===== config.mk =====
export PLATFORM = sky130hd
export DESIGN_NAME = hyper_todram_driver_flat
export DESIGN_NICKNAME = d
export VERILOG_FILES = /design/src/rtl/hyper_todram_driver_if.sv /design/src/rtl/hyper_todram_driver.sv /design/src/flat_wrapper.sv
export SDC_FILE = /design/constraint.sdc
export NUM_CORES = 1
export LEC_CHECK = 0
export BUFFER_PORTS_ARGS = -buffer_cell sky130_fd_sc_hd__buf_2
export CAP_MARGIN = 20
export CORE_MARGIN = 1
export CORE_UTILIZATION = 45
export DETAILED_ROUTE_END_ITERATION = 6
export GPL_TIMING_DRIVEN = 0
export PLACE_DENSITY = 0.68
export SYNTH_ARGS = -nofsm -noshare
export SYNTH_HDL_FRONTEND = slang
export SYNTH_SLANG_ARGS = --single-unit

===== constraint.sdc =====
create_clock -name CLK -period 12.2 [get_ports CLK]
set_input_delay 2.44 -clock CLK [delete_from_list [all_inputs] [get_ports CLK]]
set_output_delay 2.44 -clock CLK [all_outputs]
set_load 0.05 [all_outputs]

===== src/rtl/hyper_todram_driver_if.sv =====
// Command/result bus between the todram command sequencer and the block mover.
// The sequencer drives commands through master; the mover returns results through slave.
interface hyper_todram_driver_if;
  logic [8:0]  MV_START_ADDR;
  logic [5:0]  MV_COUNT_REQ;
  logic [1:0]  MV_SECTION;
  logic [1:0]  MV_DRAM_SEL;
  logic        MV_ISSUE;
  logic [5:0]  MV_COUNT_SENT;
  logic        MV_WORKING;
  logic        MV_IRQ;
  logic        MV_ABRUPT;
  logic [24:0] MV_ANCILL;

  modport master (
    output MV_START_ADDR, MV_COUNT_REQ, MV_SECTION, MV_DRAM_SEL, MV_ISSUE,
    input  MV_COUNT_SENT, MV_WORKING, MV_IRQ, MV_ABRUPT, MV_ANCILL
  );

  modport slave (
    input  MV_START_ADDR, MV_COUNT_REQ, MV_SECTION, MV_DRAM_SEL, MV_ISSUE,
    output MV_COUNT_SENT, MV_WORKING, MV_IRQ, MV_ABRUPT, MV_ANCILL
  );
endinterface


===== src/rtl/hyper_todram_driver.sv =====
// LSAB-to-DRAM command sequencer: per-section descriptors, round-robin arbitration,
// burst splitting to the block mover and per-section completion events.
module hyper_todram_driver #(
  parameter int MAX_BURST = 32,
  parameter int LEN_W     = 12
) (
  input  logic                  CLK,
  input  logic                  RST,
  input  logic                  CFG_WE,
  input  logic [1:0]            CFG_SECTION,
  input  logic [8:0]            CFG_ADDR,
  input  logic [LEN_W-1:0]      CFG_LEN,
  input  logic [1:0]            CFG_DRAM_SEL,
  input  logic [3:0]            SECT_READY,
  output logic [3:0]            SECT_ACTIVE,
  hyper_todram_driver_if.master mv,
  output logic                  EVT_VALID,
  output logic [1:0]            EVT_SECTION,
  output logic                  EVT_IRQ,
  output logic [LEN_W-1:0]      EVT_LEFT,
  output logic [24:0]           EVT_ANCILL
);

  typedef enum logic [2:0] {
    S_IDLE, S_SELECT, S_ISSUE, S_WAIT_START, S_WAIT_END, S_UPDATE
  } state_t;

  localparam logic [LEN_W-1:0] BURST_L = LEN_W'(MAX_BURST);

  state_t           state_q, state_d;
  logic [8:0]       addr_q [4];
  logic [8:0]       addr_d [4];
  logic [LEN_W-1:0] left_q [4];
  logic [LEN_W-1:0] left_d [4];
  logic [1:0]       dsel_q [4];
  logic [1:0]       dsel_d [4];
  logic [3:0]       active_q, active_d;
  logic [1:0]       rr_q, rr_d, sel_q, sel_d;
  logic [8:0]       mv_addr_q, mv_addr_d;
  logic [5:0]       mv_cnt_q, mv_cnt_d;
  logic [1:0]       mv_dsel_q, mv_dsel_d;
  logic             evt_valid_q, evt_valid_d, evt_irq_q, evt_irq_d;
  logic [1:0]       evt_sec_q, evt_sec_d;
  logic [LEN_W-1:0] evt_left_q, evt_left_d;
  logic [24:0]      evt_ancill_q, evt_ancill_d;

  logic [3:0]       cand;
  logic             pick_found;
  logic [1:0]       pick, idx;
  logic [5:0]       burst;
  logic [LEN_W-1:0] sent_len, new_left;
  logic             unused_abrupt;

  // An abrupt stop needs no special path: a short burst leaves the section
  // active and it is retried on a later arbitration round.
  assign unused_abrupt = mv.MV_ABRUPT;

  // Round robin: nearest candidate after the last-served section wins.
  always_comb begin
    cand       = active_q & SECT_READY;
    pick_found = 1'b0;
    pick       = rr_q;
    idx        = rr_q;
    for (int k = 1; k <= 4; k++) begin
      idx = rr_q + 2'(k);
      if (!pick_found && cand[idx]) begin
        pick_found = 1'b1;
        pick       = idx;
      end
    end
  end

  assign burst    = (left_q[pick] < BURST_L) ? left_q[pick][5:0] : 6'(MAX_BURST);
  assign sent_len = LEN_W'(mv.MV_COUNT_SENT);
  assign new_left = (left_q[sel_q] > sent_len) ? left_q[sel_q] - sent_len : '0;

  always_comb begin
    state_d      = state_q;
    rr_d         = rr_q;
    sel_d        = sel_q;
    mv_addr_d    = mv_addr_q;
    mv_cnt_d     = mv_cnt_q;
    mv_dsel_d    = mv_dsel_q;
    addr_d       = addr_q;
    left_d       = left_q;
    dsel_d       = dsel_q;
    active_d     = active_q;
    evt_valid_d  = 1'b0;
    evt_sec_d    = evt_sec_q;
    evt_irq_d    = evt_irq_q;
    evt_left_d   = evt_left_q;
    evt_ancill_d = evt_ancill_q;
    case (state_q)
      S_IDLE: if (|cand) state_d = S_SELECT;
      S_SELECT: begin
        if (pick_found) begin
          sel_d     = pick;
          mv_addr_d = addr_q[pick];
          mv_cnt_d  = burst;
          mv_dsel_d = dsel_q[pick];
          state_d   = S_ISSUE;
        end else begin
          state_d = S_IDLE;
        end
      end
      S_ISSUE:      state_d = S_WAIT_START;
      S_WAIT_START: if (mv.MV_WORKING) state_d = S_WAIT_END;
      S_WAIT_END:   if (!mv.MV_WORKING) state_d = S_UPDATE;
      S_UPDATE: begin
        left_d[sel_q] = new_left;
        addr_d[sel_q] = addr_q[sel_q] + 9'(mv.MV_COUNT_SENT);
        rr_d          = sel_q;
        state_d       = S_IDLE;
        // Interrupt or exhausted length ends the section; new_left is 0 in the latter.
        if (mv.MV_IRQ || new_left == '0) begin
          active_d[sel_q] = 1'b0;
          evt_valid_d     = 1'b1;
          evt_sec_d       = sel_q;
          evt_irq_d       = mv.MV_IRQ;
          evt_left_d      = new_left;
          evt_ancill_d    = mv.MV_ANCILL;
        end
      end
      default: state_d = S_IDLE;
    endcase
    if (CFG_WE && !active_q[CFG_SECTION]) begin
      addr_d[CFG_SECTION]   = CFG_ADDR;
      left_d[CFG_SECTION]   = CFG_LEN;
      dsel_d[CFG_SECTION]   = CFG_DRAM_SEL;
      active_d[CFG_SECTION] = (CFG_LEN != '0);
    end
  end

  always_ff @(posedge CLK) begin
    if (!RST) begin
      state_q      <= S_IDLE;
      rr_q         <= '0;
      sel_q        <= '0;
      mv_addr_q    <= '0;
      mv_cnt_q     <= '0;
      mv_dsel_q    <= '0;
      active_q     <= '0;
      evt_valid_q  <= 1'b0;
      evt_sec_q    <= '0;
      evt_irq_q    <= 1'b0;
      evt_left_q   <= '0;
      evt_ancill_q <= '0;
      for (int s = 0; s < 4; s++) begin
        addr_q[s] <= '0;
        left_q[s] <= '0;
        dsel_q[s] <= '0;
      end
    end else begin
      state_q      <= state_d;
      rr_q         <= rr_d;
      sel_q        <= sel_d;
      mv_addr_q    <= mv_addr_d;
      mv_cnt_q     <= mv_cnt_d;
      mv_dsel_q    <= mv_dsel_d;
      active_q     <= active_d;
      evt_valid_q  <= evt_valid_d;
      evt_sec_q    <= evt_sec_d;
      evt_irq_q    <= evt_irq_d;
      evt_left_q   <= evt_left_d;
      evt_ancill_q <= evt_ancill_d;
      for (int s = 0; s < 4; s++) begin
        addr_q[s] <= addr_d[s];
        left_q[s] <= left_d[s];
        dsel_q[s] <= dsel_d[s];
      end
    end
  end

  assign SECT_ACTIVE      = active_q;
  assign mv.MV_START_ADDR = mv_addr_q;
  assign mv.MV_COUNT_REQ  = mv_cnt_q;
  assign mv.MV_SECTION    = sel_q;
  assign mv.MV_DRAM_SEL   = mv_dsel_q;
  assign mv.MV_ISSUE      = (state_q == S_ISSUE);
  assign EVT_VALID        = evt_valid_q;
  assign EVT_SECTION      = evt_sec_q;
  assign EVT_IRQ          = evt_irq_q;
  assign EVT_LEFT         = evt_left_q;
  assign EVT_ANCILL       = evt_ancill_q;

endmodule


===== src/flat_wrapper.sv =====
// flat-port wrapper written by rule: the top's interface ports become plain ports
module hyper_todram_driver_flat 
#(
  parameter int MAX_BURST = 32,
  parameter int LEN_W     = 12
)
  (CLK, RST, CFG_WE, CFG_SECTION, CFG_ADDR, CFG_LEN, CFG_DRAM_SEL, SECT_READY, SECT_ACTIVE, EVT_VALID, EVT_SECTION, EVT_IRQ, EVT_LEFT, EVT_ANCILL, mv_MV_START_ADDR, mv_MV_COUNT_REQ, mv_MV_SECTION, mv_MV_DRAM_SEL, mv_MV_ISSUE, mv_MV_COUNT_SENT, mv_MV_WORKING, mv_MV_IRQ, mv_MV_ABRUPT, mv_MV_ANCILL);
  hyper_todram_driver_if mv_i ();
  input  logic CLK;
  input  logic RST;
  input  logic CFG_WE;
  input  logic [1:0] CFG_SECTION;
  input  logic [8:0] CFG_ADDR;
  input  logic [LEN_W-1:0] CFG_LEN;
  input  logic [1:0] CFG_DRAM_SEL;
  input  logic [3:0] SECT_READY;
  output logic [3:0] SECT_ACTIVE;
  output logic EVT_VALID;
  output logic [1:0] EVT_SECTION;
  output logic EVT_IRQ;
  output logic [LEN_W-1:0] EVT_LEFT;
  output logic [24:0] EVT_ANCILL;
  output wire logic [$bits(mv_i.MV_START_ADDR)-1:0] mv_MV_START_ADDR;
  output wire logic [$bits(mv_i.MV_COUNT_REQ)-1:0] mv_MV_COUNT_REQ;
  output wire logic [$bits(mv_i.MV_SECTION)-1:0] mv_MV_SECTION;
  output wire logic [$bits(mv_i.MV_DRAM_SEL)-1:0] mv_MV_DRAM_SEL;
  output wire logic [$bits(mv_i.MV_ISSUE)-1:0] mv_MV_ISSUE;
  input wire logic [$bits(mv_i.MV_COUNT_SENT)-1:0] mv_MV_COUNT_SENT;
  input wire logic [$bits(mv_i.MV_WORKING)-1:0] mv_MV_WORKING;
  input wire logic [$bits(mv_i.MV_IRQ)-1:0] mv_MV_IRQ;
  input wire logic [$bits(mv_i.MV_ABRUPT)-1:0] mv_MV_ABRUPT;
  input wire logic [$bits(mv_i.MV_ANCILL)-1:0] mv_MV_ANCILL;
  assign mv_MV_START_ADDR = mv_i.MV_START_ADDR;
  assign mv_MV_COUNT_REQ = mv_i.MV_COUNT_REQ;
  assign mv_MV_SECTION = mv_i.MV_SECTION;
  assign mv_MV_DRAM_SEL = mv_i.MV_DRAM_SEL;
  assign mv_MV_ISSUE = mv_i.MV_ISSUE;
  assign mv_i.MV_COUNT_SENT = mv_MV_COUNT_SENT;
  assign mv_i.MV_WORKING = mv_MV_WORKING;
  assign mv_i.MV_IRQ = mv_MV_IRQ;
  assign mv_i.MV_ABRUPT = mv_MV_ABRUPT;
  assign mv_i.MV_ANCILL = mv_MV_ANCILL;
  hyper_todram_driver #(.MAX_BURST(MAX_BURST), .LEN_W(LEN_W)) u_core (.CLK(CLK), .RST(RST), .CFG_WE(CFG_WE), .CFG_SECTION(CFG_SECTION), .CFG_ADDR(CFG_ADDR), .CFG_LEN(CFG_LEN), .CFG_DRAM_SEL(CFG_DRAM_SEL), .SECT_READY(SECT_READY), .SECT_ACTIVE(SECT_ACTIVE), .mv(mv_i), .EVT_VALID(EVT_VALID), .EVT_SECTION(EVT_SECTION), .EVT_IRQ(EVT_IRQ), .EVT_LEFT(EVT_LEFT), .EVT_ANCILL(EVT_ANCILL));
endmodule

==> results of run 1 <==
[cell type report]
cell class,instances,share of cell area
multi-input combinational,791,0.485
clock inverter,15,0.0170
timing repair buffer,131,0.0652
tap,234,0.0289
sequential,161,0.318
inverter,19,0.00704
clock buffer,17,0.0420
buffer,86,0.0369
[worst max-delay path: stages (launching register included)]
cell and delay (ns):
dfxtp_1 0.53, clkbuf_1 0.50, clkbuf_1 0.59, buf_2 0.49
mux4_2 0.44, fa_1 0.45, a21o_1 0.22, a2111oi_4 0.42
a21boi_1 0.12, a31oi_1 0.55, nor3b_4 0.37, o2111ai_2 0.37
buf_6 0.28, nand3_1 0.08, a21oi_1 0.07
[metal layers]
metal,track usage,up-vias,routed length (µm)
li1,-,4120,-
met1,0.427,4240,13100
met2,0.483,489,13800
met3,0.0718,81,2960
met4,0.149,0,1200
met5,0,-,0
[state kept, by name, summed over array words and instances, names as in the netlist]
| register | cells |
|---|---|
| u_core.state_q | 3 |
| u_core.EVT_SECTION | 2 |
| u_core.EVT_ANCILL | 25 |
| u_core.mv.MV_SECTION | 2 |
| u_core.left_q | 48 |
| u_core.addr_q | 36 |
| u_core.dsel_q | 8 |
| u_core.mv.MV_COUNT_REQ | 6 |
| u_core.mv.MV_START_ADDR | 9 |
| u_core.EVT_LEFT | 12 |
| u_core.SECT_ACTIVE | 4 |
| u_core.rr_q | 2 |
| u_core.EVT_VALID | 1 |
| u_core.mv.MV_DRAM_SEL | 2 |
| u_core.EVT_IRQ | 1 |
[cells by family after synthesis]
logic type	after synthesis	synth area share
adders and majority gates	14	0.0222
DFF	161	0.376
AOI/OAI and AO/OA	272	0.215
buffers and inverters	105	0.0519
xor gates and xnor gates	9	0.00919
and+or+nand+nor	434	0.221
muxes	62	0.105
[power by group through the flow]
stage	Sequential [mW]	Combinational [mW]	Clock (mW)
floorplan	0.574	0.130	0
global placement	0.571	0.205	0
detailed placement	0.571	0.209	0
CTS	0.559	0.210	0.559
global route	0.562	0.230	0.582
finish	0.560	0.215	0.561
[stage by stage]
step	setup slack, ns	utilization	instance area, µm²	std cells	hold WS [ns]
6_report	6.55	0.542	10100	1454	0.451
2_1_floorplan	7.11	-	8580	1057	0.433
3_3_place_gp	6.33	0.509	9510	1419	0.440
5_1_grt	6.22	0.542	10100	1454	0.468
4_1_cts	6.55	0.541	10100	1453	0.453
3_5_place_dp	6.30	0.509	9530	1421	0.444
[worst min path at each step]
stage	startpoint	to	slack [ns]	cells past startpoint
after floorplan	u_core.dsel_q[4]$_SDFFE_PN0P_	u_core.dsel_q[4]$_SDFFE_PN0P_	0.43	2
after global placement	u_core.mv.MV_COUNT_REQ[3]$_SDFFE_PN0P_	u_core.mv.MV_COUNT_REQ[3]$_SDFFE_PN0P_	0.44	2
after detailed placement	u_core.mv.MV_COUNT_REQ[1]$_SDFFE_PN0P_	u_core.mv.MV_COUNT_REQ[1]$_SDFFE_PN0P_	0.44	2
after CTS	u_core.mv.MV_COUNT_REQ[1]$_SDFFE_PN0P_	u_core.mv.MV_COUNT_REQ[1]$_SDFFE_PN0P_	0.45	2
after global routing	u_core.mv.MV_DRAM_SEL[0]$_SDFFE_PN0P_	u_core.mv.MV_DRAM_SEL[0]$_SDFFE_PN0P_	0.47	2
final	u_core.mv.MV_COUNT_REQ[4]$_SDFFE_PN0P_	u_core.mv.MV_COUNT_REQ[4]$_SDFFE_PN0P_	0.45	2
[cell usage in the layout, fill, tap and decap left out, drive strengths merged, types with 7 or more instances in the layout]
cell    count
nor2      120
ha         12
inv        28
mux2i      25
o32ai       8
nor2b       7
clkbuf     87
o211ai     18
a211oi     15
nand2     200
nand3      41
a311oi     56
buf       147
nor3       18
mux2       16
mux4       21
o21ai      48
dfxtp     161
a21oi      92
nor4        8
==> results.json, run 1 <==
{
  "clk_pin_slew_worst_paths_ns": 0.07,
  "clk_latency_ns": 0.45,
  "synthTopCellsByArea": "dfxtp_1 38%, nand2_1 8.8%, a311oi_1 5.7%",
  "areaGrowthSynthToFinish_pct": 18.1,
  "startpoint": "u_core.mv.MV_SECTION[0]$_SDFFE_PN0P_",
  "numClockSinks": 161,
  "rows": 50,
  "netSwitchingFraction": 0.308,
  "cts_root_buf": "clkbuf_16",
  "fillers": 1803,
  "ant_nets": 0,
  "avgSynthCellArea_um2": 8.12,
  "yosysMostFrequentCell": "nand2_1",
  "ys_ff_latch": 161,
  "worstHoldPathType": "reg2reg",
  "design.core.area_um2": 18700,
  "ff2ff_path_depth": 14,
  "clk_path_buf_depth": 2,
  "status": "completed",
  "dp_hpwl_mm": 22.3,
  "synth_cell_types": 65,
  "antennaDiodeCount": 0,
  "cap_viol_max_count": 0,
  "post_cts_buffers": 0,
  "cts_max_level": 4,
  "viasPerCell": 6.14,
  "seq_area_um2": 3220,
  "grt_max_degree": 17,
  "finalMaxSlewViolations": 0,
  "synth_common_cells": "200 x nand2_1, 161 x dfxtp_1, 120 x nor2_1",
  "pwr-share-seq": 0.419,
  "drc": 0,
  "clkPwrFrac": 0.420,
  "rsz0062_at_grt": "no",
  "io_buffers": 128,
  "setup_viol": 0,
  "worst_clock_skew_ns": 0.00940,
  "critical_path_class": "reg2reg",
  "grt_first_pass_wirelength_mm": 47.1,
  "fmax_mhz": 177,
  "tightest_slew_ns": 0.983,
  "avgRoutedWirePerCell_um": 21.3,
  "globalplace.congestion": 0.950,
  "yosysWarnings": 0,
  "ir_drop_mv": 0.0940,
  "multiInputGateArea_um2": 4910,
  "grt_pass1_vias": 8311,
  "min_period_over_period": 0.463,
  "track_usage": 0.317,
  "die_w_um": 140,
  "required_ns": 12.49,
  "initial_utilization": 0.459,
  "syn_area_um2": 8580,
  "final_net_count": 1287,
  "r2r_slack_ns": 6.55,
  "antenna_found_initial": 0,
  "timing.rr.start": "u_core.mv.MV_SECTION[0]$_SDFFE_PN0P_",
  "tns_ns": 0,
  "finalPower_mw": 1.34,
  "cts.repair.resized": 0,
  "io_pins": 131,
  "p_leak_nw": 3.82,
  "ys_seq_area_frac": 0.376,
  "power_frac_comb": 0.161,
  "cp.arrival_ns": 5.94,
  "tritoncts": "built",
  "endpoint_kind": "register",
  "synth_cells": 1057,
  "drive_gt1_frac": 0.182,
  "p_per_area_nw_per_um2": 132,
  "fin_crit_ns": 5.65,
  "numCtsBuffers": 17,
  "ys_async_sr_fraction": 0,
  "dieHeight_um": 140,
  "synth_edf_count": 0,
  "drtIter0Drc": 974,
  "synth_nets": 1137,
  "p_int_mw": 0.925,
  "synth_ff_type": "dfxtp_1",
  "dr.pass1.iters": 5,
  "yosys.area.top_type_share": 0.376,
  "reg2reg_to": "u_core.EVT_LEFT[0]$_SDFFE_PN0P_",
  "finalHoldViolations": 0,
  "crit_path_end": "u_core.EVT_LEFT[0]$_SDFFE_PN0P_",
  "yosysTopAreaCell": "dfxtp_1",
  "power.switching_mw": 0.411,
  "dieArea_um2": 19600,
  "cp_max_fo": 10,
  "grt_remaining_overflow": 0,
  "vias": 8930,
  "slew_headroom": 0.344,
  "critPathLaunchType": "register",
  "hold_buffers": 0,
  "routed_wl_mm": 31.0
}
(Power assumes the default switching activity.)
==> run 2, diff against run 1 <==
- clock period: 12.2 -> 5.4 ns (I/O delays scaled with it)
==> results.json, run 2 (synthesis results as in run 1) <==
{
  "status": "completed",
  "place_area_um2": 9530,
  "avgRoutedWirePerCell_um": 21.3,
  "rows": 50,
  "worstHoldPathType": "reg2reg",
  "endpoint_kind": "register",
  "critical_path_class": "reg2reg",
  "grt_remaining_overflow": 0,
  "dieArea_um2": 19600,
  "dp_hpwl_mm": 22.3,
  "drtIter0Drc": 1083,
  "numCtsBuffers": 17,
  "postLayoutSetupSlackWorst_ns": 0.334,
  "initial_utilization": 0.459,
  "required_ns": 5.69,
  "finalHoldViolations": 0,
  "clk_pin_slew_worst_paths_ns": 0.07,
  "hold_depth": 2,
  "cp_max_fo": 10,
  "grt_max_degree": 20,
  "vias": 8929,
  "layout_commonest_cell": "nand2_1",
  "final_net_count": 1286,
  "tritoncts": "built",
  "areaGrowthSynthToFinish_pct": 18.1,
  "grt_first_pass_wirelength_mm": 47.1,
  "dr.pass1.iters": 6,
  "finalMaxSlewViolations": 0,
  "worst_clock_skew_ns": 0.0100,
  "ir_drop_mv": 0.211,
  "critPathLaunchType": "register",
  "clk_path_buf_depth": 2,
  "setup_viol": 0,
  "io_buffers": 128,
  "design.core.area_um2": 18700,
  "finalPower_mw": 3.02,
  "min_to": "u_core.mv.MV_COUNT_REQ[4]$_SDFFE_PN0P_",
  "pre_cts_slack_ns": -0.232,
  "routed_wl_mm": 31.0,
  "reg2reg_to": "u_core.EVT_LEFT[1]$_SDFFE_PN0P_",
  "timing.rr.start": "u_core.mv.MV_SECTION[0]$_SDFFE_PN0P_",
  "die_w_um": 140,
  "worstHoldStart": "u_core.mv.MV_COUNT_REQ[4]$_SDFFE_PN0P_",
  "fmax_mhz": 197,
  "r2r_slack_ns": 0.33,
  "dp.cells": 1421,
  "viasPerCell": 6.15,
  "p_leak_nw": 3.83,
  "clk_latency_ns": 0.45,
  "antenna_found_initial": 0,
  "regMostFlops": "u_core.left_q",
  "track_usage": 0.317,
  "fin_util": 0.542,
  "grt_pass1_vias": 8313,
  "globalplace.congestion": 0.950,
  "antennaDiodeCount": 0,
  "fin_crit_ns": 5.07,
  "drc": 0,
  "final_cell_area_um2": 10100,
  "ff2ff_path_depth": 14,
  "whs_ns": 0.451,
  "rsz0062_at_grt": "no",
  "numClockSinks": 161,
  "ant_nets": 0,
  "slew_headroom": 0.349,
  "cap_viol_max_count": 0,
  "min_period_over_period": 0.938,
  "tightest_slew_ns": 0.972,
  "p_per_area_nw_per_um2": 298,
  "drive_gt1_frac": 0.185,
  "cp.arrival_ns": 5.35,
  "final_cells": 1453,
  "cts_root_buf": "clkbuf_16",
  "io_pins": 131,
  "post_cts_buffers": 0,
  "dieHeight_um": 140,
  "cts_max_level": 4,
  "tns_ns": 0,
  "final_cell_mix": "200 x nand2_1, 161 x dfxtp_1, 131 x buf_2, 120 x nor2_1, 91 x a21oi_1",
  "largest_reg_flops": 48
}
run 2: cell types whose count changed in the layout (fill, tap and decap cells not counted), sizes merged:
cell  delta
buf      -1
run 2: layout make-up:
| type | count | area, µm² |
|---|---|---|
| fillers | 1803 | 8570 |
| well taps | 234 | 293 |
| clock inverters | 15 | 173 |
| inverters | 19 | 71.3 |
| flip-flops and latches | 161 | 3220 |
| repair buffers | 131 | 661 |
| plain buffers | 85 | 373 |
| multi-input cells | 791 | 4920 |
| clock buffers | 17 | 425 |
run 2: routing by layer:
layer  global-route usage  vias up  share of wire
met5                    0        -              0
met4                0.147        0          0.040
met3               0.0697       97          0.092
met2                0.482      470           0.44
met1                0.427     4251           0.43
li1                     -     4111              -
run 2: worst max-delay path by stage:
stage,end,depth (start not counted),from,slack (ns)
after detailed placement,u_core.EVT_LEFT[1]$_SDFFE_PN0P_,14,u_core.mv.MV_SECTION[0]$_SDFFE_PN0P_,-0.23
after floorplan,u_core.EVT_ANCILL[14]$_SDFFE_PN0P_,14,u_core.mv.MV_SECTION[1]$_SDFFE_PN0P_,0.69
after global placement,u_core.EVT_SECTION[0]$_SDFFE_PN0P_,14,u_core.mv.MV_SECTION[0]$_SDFFE_PN0P_,-0.17
after CTS,u_core.EVT_LEFT[1]$_SDFFE_PN0P_,14,u_core.mv.MV_SECTION[0]$_SDFFE_PN0P_,0.18
after global routing,u_core.EVT_LEFT[2]$_SDFFE_PN0P_,14,u_core.mv.MV_SECTION[0]$_SDFFE_PN0P_,0.03
final,u_core.EVT_LEFT[1]$_SDFFE_PN0P_,14,u_core.mv.MV_SECTION[0]$_SDFFE_PN0P_,0.33
run 2: timing repair:
item / in CTS / in global routing
endpoints found under the setup margin: 37 / 30
hold buffers: 0 / 0
gates resized for setup: 2 / 1
hold endpoints to repair: 0 / 0
run 2: report_power, final:
part / leakage [nW] / switching [mW] / internal (mW)
registers: 1.31 / 0.0373 / 1.23
clock network: 0.290 / 0.568 / 0.697
logic: 2.23 / 0.323 / 0.164
run 2: critical path, stage by stage (launching register included):
cell	delay [ns]
dfxtp_1	0.52
clkbuf_2	0.34
clkbuf_2	0.37
buf_2	0.43
mux4_2	0.43
fa_1	0.45
a21o_1	0.23
a2111oi_4	0.45
a21boi_1	0.14
a31oi_2	0.39
nor3b_4	0.34
o2111ai_2	0.37
buf_6	0.28
nand3_1	0.08
a21oi_1	0.07
==> run 3, diff against run 2 <==
- REMOVE_ABC_BUFFERS: not set -> 1
- SETUP_SLACK_MARGIN: not set -> 0.4
==> results.json, run 3 (synthesis results as in run 1) <==
{
  "status": "finished, violations left",
  "violations": "design-rule violations",
  "areaGrowthSynthToFinish_pct": 18.7,
  "final_net_count": 1221,
  "cap_viol_max_count": 0,
  "critical_path_class": "reg2reg",
  "finalMaxSlewViolations": 0,
  "io_buffers": 129,
  "grt_remaining_overflow": 0,
  "dieArea_um2": 19600,
  "viasPerCell": 6.02,
  "p_leak_nw": 3.86,
  "crit_chain": "buf_12 -> mux4_2 -> inv_1 -> ha_1 -> inv_1 -> fa_1 -> a21o_1 -> a2111oi_4 -> a21boi_1 -> a31oi_1 -> nor3b_4 -> o2111a_4 -> o21ai_0 -> a21oi_1",
  "worstHoldPathType": "reg2reg",
  "ir_drop_mv": 0.246,
  "globalplace.congestion": 0.854,
  "timing.rr.start": "u_core.mv.MV_SECTION[1]$_SDFFE_PN0P_",
  "regMostFlops": "u_core.left_q",
  "grt_first_pass_wirelength_mm": 40.7,
  "final_cell_mix": "200 x nand2_1, 159 x dfxtp_1, 129 x buf_2, 119 x nor2_1, 91 x a21oi_1",
  "drc": 2,
  "cp_max_fo": 36,
  "drtIter0Drc": 820,
  "hold_depth": 2,
  "avgRoutedWirePerCell_um": 18.5,
  "dr.pass1.iters": 7,
  "whs_ns": 0.450,
  "rsz0062_at_grt": "no",
  "routed_wl_mm": 25.7,
  "dp.cells": 1356,
  "tritoncts": "built",
  "worst_clock_skew_ns": 0.00938,
  "layout_commonest_cell": "nand2_1",
  "clk_path_buf_depth": 2,
  "r2r_slack_ns": 0.81,
  "setup_viol": 0,
  "crit_path_max_incr_delay_ns": 0.59,
  "final_cells": 1389,
  "tightest_slew_ns": 1.09,
  "clk_latency_ns": 0.44,
  "place_area_um2": 9580,
  "fin_crit_ns": 4.59,
  "cts_max_level": 4,
  "numClockSinks": 161,
  "rows": 50,
  "min_period_over_period": 0.851,
  "hold_buffers": 0,
  "p_per_area_nw_per_um2": 292,
  "reg2reg_to": "u_core.EVT_SECTION[0]$_SDFFE_PN0P_",
  "grt_pass1_vias": 7671,
  "cts.repair.resized": 0,
  "design.core.area_um2": 18700,
  "cpMostUsedCell": "inv_1",
  "grt_max_degree": 119,
  "track_usage": 0.263,
  "drive_gt1_frac": 0.207,
  "endpoint_kind": "register",
  "final_cell_area_um2": 10200,
  "io_pins": 131,
  "numCtsBuffers": 17,
  "clk_pin_slew_worst_paths_ns": 0.07,
  "finalPower_mw": 2.97,
  "cp.arrival_ns": 4.95,
  "finalHoldViolations": 0,
  "crit_path_top_delay_cell": "a31oi_1",
  "required_ns": 5.76,
  "antenna_found_initial": 0,
  "dieHeight_um": 140,
  "critPathLaunchType": "register",
  "slew_headroom": 0.271,
  "vias": 8368,
  "crit_family": "compound AO/OA/AOI/OAI gates",
  "dp_hpwl_mm": 17.4,
  "path_buf_inv": 3,
  "tns_ns": 0,
  "ff2ff_path_depth": 14,
  "min_to": "u_core.mv.MV_COUNT_REQ[3]$_SDFFE_PN0P_",
  "fmax_mhz": 218,
  "initial_utilization": 0.459,
  "die_w_um": 140,
  "worstHoldStart": "u_core.mv.MV_COUNT_REQ[3]$_SDFFE_PN0P_",
  "cts_root_buf": "clkbuf_16",
  "ant_nets": 0,
  "largest_reg_flops": 48,
  "post_cts_buffers": 0
}
==> run 3: how the worst max path moves through the flow <==
stage               cells after the start                            startpoint  slack, ns                            endpoint
floorplan                              13  u_core.mv.MV_SECTION[1]$_SDFFE_PN0P_       0.29     u_core.EVT_LEFT[7]$_SDFFE_PN0P_
detailed placement                     13  u_core.mv.MV_SECTION[0]$_SDFFE_PN0P_       0.65  u_core.EVT_SECTION[0]$_SDFFE_PN0P_
global route                           14  u_core.mv.MV_SECTION[1]$_SDFFE_PN0P_       0.57  u_core.EVT_SECTION[0]$_SDFFE_PN0P_
finish                                 14  u_core.mv.MV_SECTION[1]$_SDFFE_PN0P_       0.81  u_core.EVT_SECTION[0]$_SDFFE_PN0P_
CTS                                    13  u_core.mv.MV_SECTION[0]$_SDFFE_PN0P_       0.60  u_core.EVT_SECTION[0]$_SDFFE_PN0P_
global placement                       13  u_core.mv.MV_SECTION[1]$_SDFFE_PN0P_      -0.84     u_core.EVT_LEFT[7]$_SDFFE_PN0P_
==> run 3: final cells by class <==
class                   instances  area [µm²]
fillers                      1730        8520
multi-input cells             791        4940
flip-flops and latches        161        3230
repair buffers                151        1040
clock buffers                  19         453
well taps                     234         293
clock inverters                13         151
inverters                      19        76.3
diodes                          1        2.50
==> run 3: where the power goes <==
part	leakage, nW	switching [mW]	internal, mW	total (mW)
logic	2.27	0.286	0.171	0.457
registers	1.31	0.0409	1.23	1.27
clock network	0.283	0.534	0.713	1.25
total	3.86	0.860	2.11	2.97
==> run 3: tightest hold or removal path, delay by kind of cell (launching register included) <==
| kind | cells | cell delay, ns |
|---|---|---|
| compound gates | 1 | 0.05 |
| flops | 1 | 0.31 |
| simple gates | 1 | 0.05 |
==> run 3: through the flow <==
step           utilization  setup slack (ns)
6_report             0.544             0.806
5_1_grt              0.544             0.570
4_1_cts              0.544             0.604
3_5_place_dp         0.512             0.653
3_3_place_gp         0.489            -0.842
2_1_floorplan            -             0.288
==> run 3: metal layers <==
layer  up-vias  share of wire  track usage
met5         -              0            0
met4         0          0.027        0.102
met3        60          0.063       0.0520
met2       316           0.47        0.431
met1      3995           0.44        0.342
li1       3997              -            -
